## config.mk

```make
export PLATFORM = sky130hd
export DESIGN_NAME = ws2812b_bar_driver
export DESIGN_NICKNAME = d
export VERILOG_FILES = /design/src/rtl/ws2812b_pkg.sv /design/src/rtl/ws2812b_bar_driver_bit_encoder.sv /design/src/rtl/ws2812b_bar_driver.sv
export SDC_FILE = /design/constraint.sdc
export NUM_CORES = 1
export LEC_CHECK = 0
export ABC_AREA = 0
export BUFFER_PORTS_ARGS = -buffer_cell sky130_fd_sc_hd__buf_4
export CORE_ASPECT_RATIO = 0.7
export CORE_MARGIN = 2
export CORE_UTILIZATION = 50
export DETAILED_ROUTE_END_ITERATION = 10
export PLACE_DENSITY = 0.82
export SYNTH_ARGS = -nofsm -noshare
export SYNTH_HDL_FRONTEND = slang
export SYNTH_HIERARCHICAL = 1
export SYNTH_SLANG_ARGS = --single-unit
```

## constraint.sdc

```tcl
create_clock -name clk -period 6.1 [get_ports clk]
set_clock_uncertainty 0.1 [all_clocks]
set_input_delay 1.525 -clock clk [delete_from_list [all_inputs] [get_ports clk]]
set_output_delay 1.525 -clock clk [all_outputs]
set_load 0.05 [all_outputs]
```

## src/rtl/ws2812b_pkg.sv

```systemverilog
// Shared WS2812B bit timing constants, FSM state encodings and the ns-to-cycle helper.
package ws2812b_pkg;

    localparam int T0H_NS = 400;
    localparam int T0L_NS = 850;
    localparam int T1H_NS = 800;
    localparam int T1L_NS = 450;

    typedef enum logic [2:0] {
        ST_IDLE,
        ST_GAP,
        ST_LOAD,
        ST_HIGH,
        ST_LOW
    } state_t;

    typedef enum logic [1:0] {
        PH_IDLE,
        PH_HIGH,
        PH_LOW
    } phase_t;

    function automatic int ns_to_cycles(input int ns, input int clk_period_ns);
        return ns / clk_period_ns;
    endfunction

endpackage

```

## src/rtl/ws2812b_bar_driver_bit_encoder.sv

```systemverilog
// Single-bit WS2812B waveform generator. Handshake: valid_i is sampled when the encoder is idle
// or on its bit_done_o cycle; a new bit then starts on the next edge with no dead cycle.
module ws2812b_bit_encoder
    import ws2812b_pkg::*;
#(
    parameter int CLK_PERIOD_NS = 10
) (
    input  logic clk_i,
    input  logic reset_i,
    input  logic bit_i,
    input  logic valid_i,
    output logic dout_o,
    output logic high_last_o,
    output logic bit_done_o
);

    localparam int T0H_C = ns_to_cycles(T0H_NS, CLK_PERIOD_NS);
    localparam int T0L_C = ns_to_cycles(T0L_NS, CLK_PERIOD_NS);
    localparam int T1H_C = ns_to_cycles(T1H_NS, CLK_PERIOD_NS);
    localparam int T1L_C = ns_to_cycles(T1L_NS, CLK_PERIOD_NS);
    // T0L is the longest of the four phases at any clock period
    localparam int CW = $clog2(T0L_C + 1);
    localparam logic [CW-1:0] T0H_M1 = CW'(T0H_C - 1);
    localparam logic [CW-1:0] T0L_M1 = CW'(T0L_C - 1);
    localparam logic [CW-1:0] T1H_M1 = CW'(T1H_C - 1);
    localparam logic [CW-1:0] T1L_M1 = CW'(T1L_C - 1);

    phase_t        phase_q;
    logic [CW-1:0] cnt_q;
    logic          bit_q;
    logic          dout_q;

    assign dout_o      = dout_q;
    assign high_last_o = (phase_q == PH_HIGH) && (cnt_q == '0);
    assign bit_done_o  = (phase_q == PH_LOW) && (cnt_q == '0);

    always_ff @(posedge clk_i) begin
        if (reset_i) begin
            phase_q <= PH_IDLE;
            cnt_q   <= '0;
            bit_q   <= 1'b0;
            dout_q  <= 1'b0;
        end else begin
            case (phase_q)
                PH_IDLE: begin
                    if (valid_i) begin
                        phase_q <= PH_HIGH;
                        bit_q   <= bit_i;
                        cnt_q   <= bit_i ? T1H_M1 : T0H_M1;
                        dout_q  <= 1'b1;
                    end
                end
                PH_HIGH: begin
                    if (cnt_q == '0) begin
                        phase_q <= PH_LOW;
                        cnt_q   <= bit_q ? T1L_M1 : T0L_M1;
                        dout_q  <= 1'b0;
                    end else begin
                        cnt_q <= cnt_q - CW'(1);
                    end
                end
                PH_LOW: begin
                    if (cnt_q != '0) begin
                        cnt_q <= cnt_q - CW'(1);
                    end else if (valid_i) begin
                        phase_q <= PH_HIGH;
                        bit_q   <= bit_i;
                        cnt_q   <= bit_i ? T1H_M1 : T0H_M1;
                        dout_q  <= 1'b1;
                    end else begin
                        phase_q <= PH_IDLE;
                    end
                end
                default: phase_q <= PH_IDLE;
            endcase
        end
    end

endmodule

```

## src/rtl/ws2812b_bar_driver.sv

```systemverilog
// WS2812B bar-graph frame driver: snapshots the meter inputs each frame, selects a zone colour per
// LED and streams GRB bits. Optional peak marker enabled by defining WS2812B_PEAK_HOLD_EN.
module ws2812b_bar_driver
    import ws2812b_pkg::*;
#(
    parameter int CLK_PERIOD_NS    = 10,
    parameter int ZONE_N           = 4,
    parameter int CNT_W            = 16,
    parameter int RESET_NS         = 80000,
    parameter int PEAK_HOLD_FRAMES = 30
) (
    input  logic                    clk,
    input  logic                    reset,
    input  logic                    enable,
    input  logic [24*ZONE_N-1:0]    colors,
    input  logic [CNT_W*ZONE_N-1:0] thresholds,
    input  logic [CNT_W-1:0]        on_count,
    input  logic [CNT_W-1:0]        max_count,
    input  logic [23:0]             peak_color,
    output logic                    dout,
    output logic                    busy,
    output logic                    frame_done,
    output state_t                  dbg_state
);

    localparam int GAP_CYC = ns_to_cycles(RESET_NS, CLK_PERIOD_NS);
    localparam int GAP_W   = $clog2(GAP_CYC + 1);
    localparam logic [GAP_W-1:0] GAP_LAST = GAP_W'(GAP_CYC - 1);

    state_t                  state_q;
    logic [GAP_W-1:0]        gap_cnt_q;
    logic [CNT_W-1:0]        led_idx_q;
    logic [4:0]              bit_cnt_q;
    logic [23:0]             sr_q;
    logic [24*ZONE_N-1:0]    colors_q;
    logic [CNT_W*ZONE_N-1:0] thr_q;
    logic [CNT_W-1:0]        on_q;
    logic [CNT_W-1:0]        max_q;
    logic                    busy_q;
    logic                    fd_q;

`ifdef WS2812B_PEAK_HOLD_EN
    localparam int HOLD_W = $clog2(PEAK_HOLD_FRAMES + 1) + 1;
    localparam logic [HOLD_W-1:0] HOLD_MAX = HOLD_W'(PEAK_HOLD_FRAMES);
    logic [CNT_W-1:0]  peak_q;
    logic [HOLD_W-1:0] hold_q;
    logic [23:0]       peakc_q;
`else
    logic unused_peak;
    assign unused_peak = ^peak_color;
`endif

    // Lowest-numbered zone whose threshold exceeds idx wins; unlit LEDs are black.
    function automatic logic [23:0] color_of(input logic [CNT_W-1:0] idx);
        logic [23:0] c;
        c = '0;
        if ((idx < on_q) && (idx < max_q)) begin
            for (int k = ZONE_N - 1; k >= 0; k--) begin
                if (idx < thr_q[CNT_W*k +: CNT_W]) c = colors_q[24*k +: 24];
            end
        end
`ifdef WS2812B_PEAK_HOLD_EN
        if ((peak_q != '0) && (idx == peak_q - CNT_W'(1))) c = peakc_q;
`endif
        return c;
    endfunction

    logic [CNT_W-1:0] led_next;
    logic [23:0]      cur_color;
    logic [23:0]      nxt_color;
    logic             last_bit;
    logic             last_led;
    logic             enc_valid;
    logic             enc_bit;
    logic             enc_high_last;
    logic             enc_bit_done;

    always_comb begin
        led_next  = led_idx_q + CNT_W'(1);
        cur_color = color_of(led_idx_q);
        nxt_color = color_of(led_next);
        last_bit  = (bit_cnt_q == 5'd0);
        last_led  = (led_next == max_q);
        enc_valid = 1'b0;
        enc_bit   = 1'b0;
        if (state_q == ST_LOAD) begin
            enc_valid = 1'b1;
            enc_bit   = cur_color[23];
        end else if ((state_q == ST_LOW) && enc_bit_done && !(last_bit && last_led)) begin
            enc_valid = 1'b1;
            enc_bit   = last_bit ? nxt_color[23] : sr_q[bit_cnt_q - 5'd1];
        end
    end

    ws2812b_bit_encoder #(
        .CLK_PERIOD_NS(CLK_PERIOD_NS)
    ) u_enc (
        .clk_i      (clk),
        .reset_i    (reset),
        .bit_i      (enc_bit),
        .valid_i    (enc_valid),
        .dout_o     (dout),
        .high_last_o(enc_high_last),
        .bit_done_o (enc_bit_done)
    );

    always_ff @(posedge clk) begin
        if (reset) begin
            state_q   <= ST_IDLE;
            gap_cnt_q <= '0;
            led_idx_q <= '0;
            bit_cnt_q <= '0;
            sr_q      <= '0;
            colors_q  <= '0;
            thr_q     <= '0;
            on_q      <= '0;
            max_q     <= '0;
            busy_q    <= 1'b0;
            fd_q      <= 1'b0;
`ifdef WS2812B_PEAK_HOLD_EN
            peak_q    <= '0;
            hold_q    <= '0;
            peakc_q   <= '0;
`endif
        end else begin
            fd_q <= 1'b0;
            case (state_q)
                ST_IDLE: begin
                    if (enable) begin
                        state_q   <= ST_GAP;
                        gap_cnt_q <= '0;
                        busy_q    <= 1'b1;
                    end
                end
                ST_GAP: begin
                    if (gap_cnt_q != GAP_LAST) begin
                        gap_cnt_q <= gap_cnt_q + GAP_W'(1);
                    end else begin
                        gap_cnt_q <= '0;
                        if (!enable) begin
                            state_q <= ST_IDLE;
                            busy_q  <= 1'b0;
                        end else begin
                            colors_q  <= colors;
                            thr_q     <= thresholds;
                            on_q      <= on_count;
                            max_q     <= max_count;
                            led_idx_q <= '0;
`ifdef WS2812B_PEAK_HOLD_EN
                            peakc_q <= peak_color;
                            if (on_count > peak_q) begin
                                peak_q <= on_count;
                                hold_q <= '0;
                            end else if (hold_q >= HOLD_MAX) begin
                                if (peak_q != '0) peak_q <= peak_q - CNT_W'(1);
                            end else begin
                                hold_q <= hold_q + HOLD_W'(1);
                            end
`endif
                            // An empty strip completes its frame at once and waits out another gap
                            if (max_count == '0) fd_q <= 1'b1;
                            else state_q <= ST_LOAD;
                        end
                    end
                end
                ST_LOAD: begin
                    sr_q      <= cur_color;
                    bit_cnt_q <= 5'd23;
                    state_q   <= ST_HIGH;
                end
                ST_HIGH: begin
                    if (enc_high_last) state_q <= ST_LOW;
                end
                ST_LOW: begin
                    if (enc_bit_done) begin
                        if (!last_bit) begin
                            bit_cnt_q <= bit_cnt_q - 5'd1;
                            state_q   <= ST_HIGH;
                        end else if (!last_led) begin
                            led_idx_q <= led_next;
                            sr_q      <= nxt_color;
                            bit_cnt_q <= 5'd23;
                            state_q   <= ST_HIGH;
                        end else begin
                            fd_q    <= 1'b1;
                            state_q <= ST_GAP;
                        end
                    end
                end
                default: state_q <= ST_IDLE;
            endcase
        end
    end

    assign busy       = busy_q;
    assign frame_done = fd_q;
    assign dbg_state  = state_q;

endmodule

```

Yosys cells after proc, flatten, opt, wreduce, memory -nomap -nowiden

Cells that the tools add are included.

Memory bits (read-only): 0
Flip-flop bits (word level): 266
Output and inout bits: 6
Input port bits: 219
RAM bits: 0
Word-level logic and storage cells: 155
Latch bits: 0
Memories kept: 0

Bitwise gates (word level): 1
Add/sub/neg operators: 4
Divide/modulo/power cells: 0
Equal/unequal tests: 21
Multiply operators: 0
Reduce and logical (&&, ||, !) cells: 29
Order comparisons: 13
Muxes and demuxes: 72
Shifts and indexed selects: 0

Operators by type and width:

| cell                                          | count |
|---|---|
| two-way mux 24 bit                            | 13 |
| less-than comparator 16 bit                   | 12 |
| two-way mux 16 bit                            | 5 |
| one-hot mux 24 bit (2 select lines)           | 1 |
| two-way mux 7 bit                             | 5 |
| one-hot mux 16 bit (2 select lines)           | 1 |
| two-way mux 13 bit                            | 2 |
| one-hot mux 13 bit (2 select lines)           | 1 |
| != test 2 bit, second input constant          | 11 |
| two-way mux 1 bit                             | 21 |
| one-hot mux 7 bit (3 select lines)            | 1 |
| two-way mux 3 bit                             | 6 |
| adder 16 x 1 -> 16 bit, second input constant | 1 |
| equality test 16 bit                          | 1 |
| zero test 16 bit                              | 1 |
| two-way mux 5 bit                             | 3 |
| one-hot mux 3 bit (5 select lines)            | 1 |
| adder 13 x 1 -> 13 bit, second input constant | 1 |
| != test 13 bit, second input constant         | 1 |
| AND reduction 3 bit                           | 4 |
| two-way mux 2 bit                             | 5 |
| one-hot mux 5 bit (2 select lines)            | 1 |
| AND reduction 4 bit                           | 2 |
| nonzero test 2 bit                            | 4 |
| other kinds (25)                              | 36 |

Logic depth before layout (Yosys ltp)

Depth in word-level cells: 14
Mapped depth: 22

Hierarchy

The synthesis kept the hierarchy.

By module, submodules not included:

| module              | cells an instance | area an instance (um^2) | seq. area each (um^2) | instances |
|---|---|---|---|---|
| ws2812b_bar_driver  | 1977              | 15492.4                 | 5104.9                | 1 |
| ws2812b_bit_encoder | 108               | 917.1                   | 220.2                 | 1 |

Least setup slack after synthesis

Ideal clock, no wire load.

Path type: flip-flop to flip-flop
Start point: reg led_idx_q[2]
End point: reg u_enc.cnt_q[6]
Required time: 5.914 ns
Library setup time: 0.086 ns
Cell stages (with the launch flop): 21
Slack: 1.259 ns
Data arrival time: 4.655 ns
Path buffers: 2
Cells stage by stage: dfxtp_1 nand4_1 nor4_1 and3_1 and3_1 and3_1 xor2_1 ha_1 and3_1 a21oi_1 and4b_1 clkbuf_1 clkbuf_1 nand2_1 o21a_1 nand3b_1 o211ai_1 nand2_1 a31oi_1 o221ai_1 a221oi_2

Word-level cells in the longest chain between the ends: 14
Elaborated cells between the ends (all ways): 38
Classes of those cells: add/sub: 1; order compare: 12; eq/ne: 1; mux: 19; reduce/logical: 5

Ends and longest elaborated chain:

| what                                   | line                                                                       | source |
|---|---|---|
| start: declaration                     | ws2812b_bar_driver.sv:32                                                   | `logic [CNT_W-1:0] led_idx_q;` |
| start signal: assignment               | ws2812b_bar_driver.sv:180                                                  | `led_idx_q <= led_next;` |
| adder 16 x 1 -> 16 bit                 | ws2812b_bar_driver.sv:79                                                   | `led_next = led_idx_q + CNT_W'(1);` |
| less-than comparator 16 bit            | ws2812b_bar_driver.sv:59                                                   | `if (idx < thr_q[CNT_W*k +: CNT_W]) c = colors_q[24*k +: 24];` |
| two-way mux 24 bit (4 in series)       | ws2812b_bar_driver.sv:59                                                   |  |
| two-way mux 24 bit                     | ws2812b_bar_driver.sv:57                                                   | `if ((idx < on_q) && (idx < max_q)) begin` |
| two-way mux 1 bit                      | ws2812b_bar_driver.sv:91                                                   | `enc_bit = last_bit ? nxt_color[23] : sr_q[bit_cnt_q - 5'd1];` |
| two-way mux 1 bit                      | ws2812b_bar_driver.sv:89                                                   | `end else if ((state_q == ST_LOW) && enc_bit_done && !(last_bit && last_led)) begin` |
| two-way mux 1 bit (*)                  | ws2812b_bar_driver.sv:86                                                   | `if (state_q == ST_LOAD) begin` |
| net enc_bit                            | ws2812b_bar_driver.sv:74                                                   | `logic enc_bit;` |
| two-way mux 7 bit (*)                  | ws2812b_bar_driver_bit_encoder.sv:49, ws2812b_bar_driver_bit_encoder.sv:68 |  |
| two-way mux 7 bit (*)                  | ws2812b_bar_driver_bit_encoder.sv:46, ws2812b_bar_driver_bit_encoder.sv:65 |  |
| two-way mux 7 bit                      | ws2812b_bar_driver_bit_encoder.sv:63                                       | `if (cnt_q != '0) begin` |
| one-hot mux 7 bit (3 select lines) (*) | ws2812b_bar_driver_bit_encoder.sv:44                                       | `case (phase_q)` |
| end signal: assignment                 | ws2812b_bar_driver_bit_encoder.sv:49                                       | `cnt_q <= bit_i ? T1H_M1 : T0H_M1;` |
| end signal: assignment                 | ws2812b_bar_driver_bit_encoder.sv:64                                       | `cnt_q <= cnt_q - CW'(1);` |
| end signal: assignment                 | ws2812b_bar_driver_bit_encoder.sv:68                                       | `cnt_q <= bit_i ? T1H_M1 : T0H_M1;` |
| end: declaration                       | ws2812b_bar_driver_bit_encoder.sv:29                                       | `logic [CW-1:0] cnt_q;` |

The timed path passes the listed nets; every way through them passes the cells marked *.
A chain may end at the register's enable or synchronous reset.

Final worst setup path

Start point: reg led_idx_q[1]
End point: reg u_enc.cnt_q[6]

Same word-level chain as after synthesis.

==> key figures <==
Critical path
  – Reg2reg path depth: 20
  – R2R Path Start: led_idx_q[1]$_SDFFE_PP0P_
  – Data arrival, critical path: 5960 ps
  – Reg2reg end: u_enc/cnt_q[6]$_SDFFE_PP0N_
  – CP Max Fanout: 6
  – Critical path's slowest cell: dfxtp_1
  – Max stage delay on crit path: around 480 ps
  – R2R setup slack: 510 ps
  – Crit path capture type: flip-flop
  – CP required: 6460 ps
  – CP cell instances: ha_1 -> nand2_1 -> nor3_1 -> nand3_1 -> nor2_1 -> and3_1 -> xor2_1 -> buf_4 -> ha_1 -> a21oi_1 -> a21boi_0 -> a2111oi_4 -> nand4_1 -> nor3_1 -> nand3b_1 -> o211ai_1 -> nand2_1 -> a31oi_1 -> o221ai_1 -> a221oi_2
  – CP Launch Type: flip-flop
  – WS Path Type: reg2reg

Routing
  – DRT iter0 DRCs: 1836
  – DR vias/cell: 6.01
  – ANT nets after route: 0
  – Post-route DRC: 0
  – Detail-routed net length per standard cell: 18.7 um
  – Drt first pass iters: 7
  – Detailed Route WL: 50200 um
  – Vias: approximately 16000

Die
  – Die area: between 30000 and 40000 um^2
  – Starting Density: between 50% and 60%
  – Row count: 55
  – # IOs: 225
  – Die H: 156 um
  – Chip width: ~220 um
  – CORE AREA: 32300 um^2

CTS
  – Post-CTS Setup Inserts: 0
  – # resized after CTS: 0
  – Longest Clk Path Bufs: 3
  – Clk sink count: 266
  – Clock slew at reported path FFs: ~60 ps
  – CTS tree: done
  – Num CTS Buffers: 27
  – Root buf cell: clkbuf_16
  – Hold_buf cts: 0
  – H-Tree Depth: 1
  – Clk_lat worst skew: 580 ps

Power
  – Part of the power in registers: 47.0%
  – Clock power frac: 46.1%
  – Net Sw Frac: 23.3%
  – Pleak: between 0.007 and 0.008 uW
  – Psw: 877 uW
  – Gate power share: under 10%
  – Maximum VDD drop: 0.216 mV
  – Overall Power: between 3000 and 4000 uW
  – Pwr Density: 196 nW/um^2
  – Pint: a little under 3000 uW

STA
  – RSZ-0062 raised after global routing: false
  – Final min period: 5590 ps
  – Slew @ Worst Pin: 1180 ps
  – Final Cycle Share: 91.7%
  – Final Hold Fails: 0
  – Slew Limit Fails: 0
  – Headroom to the max-slew limit: 21.2%
  – Hold_ws: approximately 350 ps
  – F_max: 0.179 GHz
  – Setup TNS: 0 ps
  – Final-report setup violation count: 0

Min path
  – Hold Path Cell Cnt: 2
  – Min-Delay Path Class: reg2reg
  – Hold Path End: thr_q[17]$_SDFFE_PP0P_
  – Min-delay src: thr_q[17]$_SDFFE_PP0P_

Logic synthesis
  – Share of the synthesized area in the top cell type: 32.5%
  – Sequential area share after synthesis: between 30% and 40%
  – Yosys top cell by area: dfxtp_1
  – Synth area leaders: dfxtp_1 (32%), ha_1 (15%), nand2_1 (11%), a21oi_1 (8.4%), inv_1 (2.5%)
  – Syn_area_per_cell: slightly below 8 um^2
  – Post-synthesis cell count: around 2100
  – Synth top cells by count: nand2_1 (468), a21oi_1 (277), dfxtp_1 (266)
  – Asr flop ratio synth: 0%
  – Syn_nets: 2495
  – Netlist cell types: 85
  – Netlist Area Pre-Place: 16400 um^2
  – Yosys warns: 6
  – Count leader, synth: nand2_1
  – Synthesized flop and latch total: about 270
  – Number of synthesized flops with an enable pin: 0
  – Top_reg_cell synth: dfxtp_1

Place
  – Post-DP Area: 18300 um^2
  – Post-DP HPWL: 36900 um
  – IO Port Bufs: 200
  – Routability Congestion: 0.954

Global route
  – Initial antenna violation count: 0
  – Number of global-route vias before repair: 15400
  – Largest net degree at the start of global routing: 120
  – First-pass GRT wire length: approximately 80000 um
  – Gr busiest metal: met2
  – Tot GR Track Use: 28.7%
  – Met2 usage: between 40% and 50%
  – Total grt overflow: 0
  – M3 GR Usage: 4.95%
  – Met1 GRT Util: 42.2%

Final layout
  – Nets: 2651
  – Fraction of final layout cells sized beyond drive strength 1: 15.6%
  – Antenna cells: 0
  – Area Growth Syn to Fin: 17.0%
  – Design area: 19200 um^2

Outcome
  – Status: complete, no violations

Job
  – Max cap viols: 0
-- routing by layer --
| metal | wire (um) | share of wire (%) |
|---|---|---|
| met2 | 21200 | 42 |
| met1 | 23100 | 46 |
| met5 | 0 | 0 |
| met3 | 4540 | 9.0 |
| met4 | 1340 | 2.7 |
-- worst max path at each step --
stage / start / to / slack (ps) / depth (start not counted)
floorplan: led_idx_q[2]$_SDFFE_PP0P_ / u_enc/cnt_q[6]$_SDFFE_PP0N_ / 1260 / 20
global route: led_idx_q[1]$_SDFFE_PP0P_ / u_enc/cnt_q[6]$_SDFFE_PP0N_ / 50 / 19
global placement: led_idx_q[8]$_SDFFE_PP0P_ / u_enc/cnt_q[3]$_SDFFE_PP0N_ / 960 / 20
finish: led_idx_q[1]$_SDFFE_PP0P_ / u_enc/cnt_q[6]$_SDFFE_PP0N_ / 510 / 20
detailed placement: led_idx_q[1]$_SDFFE_PP0P_ / u_enc/cnt_q[3]$_SDFFE_PP0N_ / 730 / 20
CTS: led_idx_q[0]$_SDFFE_PP0P_ / u_enc/cnt_q[3]$_SDFFE_PP0N_ / 670 / 20
-- cells by family after synthesis --
kind of cell	share of synthesized area, %
multiplexers	1.34
XOR/XNOR	1.01
AND/OR/NAND/NOR	21.8
flip-flops	32.5
buffers and inverters	5.89
AO/OA/AOI/OAI	22.9
adder cells (fa/ha/maj)	14.6
-- flip-flops by register name, summed over array words and instances (netlist names), 5 cells and up --
| register | flops |
|---|---|
| bit_cnt_q | 5 |
| on_q | 16 |
| gap_cnt_q | 13 |
| u_enc/cnt_q | 7 |
| max_q | 16 |
| led_idx_q | 16 |
| thr_q | 64 |
| colors_q | 96 |
| sr_q | 24 |
-- area by class of cell --
type                    instances  area (um^2)
multi-input cells            1587        10100
clock buffers                  32          704
repair buffers                248         1870
flip-flops and latches        266         5330
well taps                     427          534
fillers                      2837        13100
inverters                     111          417
clock inverters                16          205
-- cell usage in the layout, fill, tap and decap left out, types with 9 or more instances in the layout --
cell,n
and3_1,20
ha_1,191
xor2_1,12
nor3b_1,28
nand3b_1,9
nand4_1,26
o21ai_1,24
a221o_1,24
a21o_1,13
a21oi_1,277
nor3_1,17
buf_4,247
o32a_1,24
nand3_1,53
clkbuf_16,27
o21ai_0,57
nand2b_1,14
a22oi_1,26
a211oi_1,22
a31oi_1,14
a211oi_2,20
dfxtp_1,266
nor2_1,102
inv_1,111
nand2_1,468
-- through the flow --
step           util, %  cells  worst slack (ps)
6_report          59.4   2687               507
5_1_grt           59.4   2687              52.0
3_3_place_gp      56.6   2639               964
3_5_place_dp      56.6   2639               732
4_1_cts           59.4   2687               671
2_1_floorplan        -   2085              1260
-- power groups by stage --
stage / logic, uW / clock network, uW / registers (uW)
2_1_floorplan: 125 / 0 / 1800
3_3_place_gp: 251 / 0 / 1800
3_5_place_dp: 255 / 0 / 1800
4_1_cts: 256 / 1750 / 1770
5_1_grt: 279 / 1810 / 1770
6_report: 259 / 1730 / 1770
-- worst max-delay path: cells and delay by family, from the launching register on --
family / cells / cell delay (ps)
AOI/OAI and AO/OA: 7 / 1610
xor gates and xnor gates: 1 / 450
adders and majority gates: 2 / 610
buffers and inverters: 1 / 260
DFF: 1 / 480
and+or+nand+nor: 9 / 1980
Power figures use the tool's default switching activity.
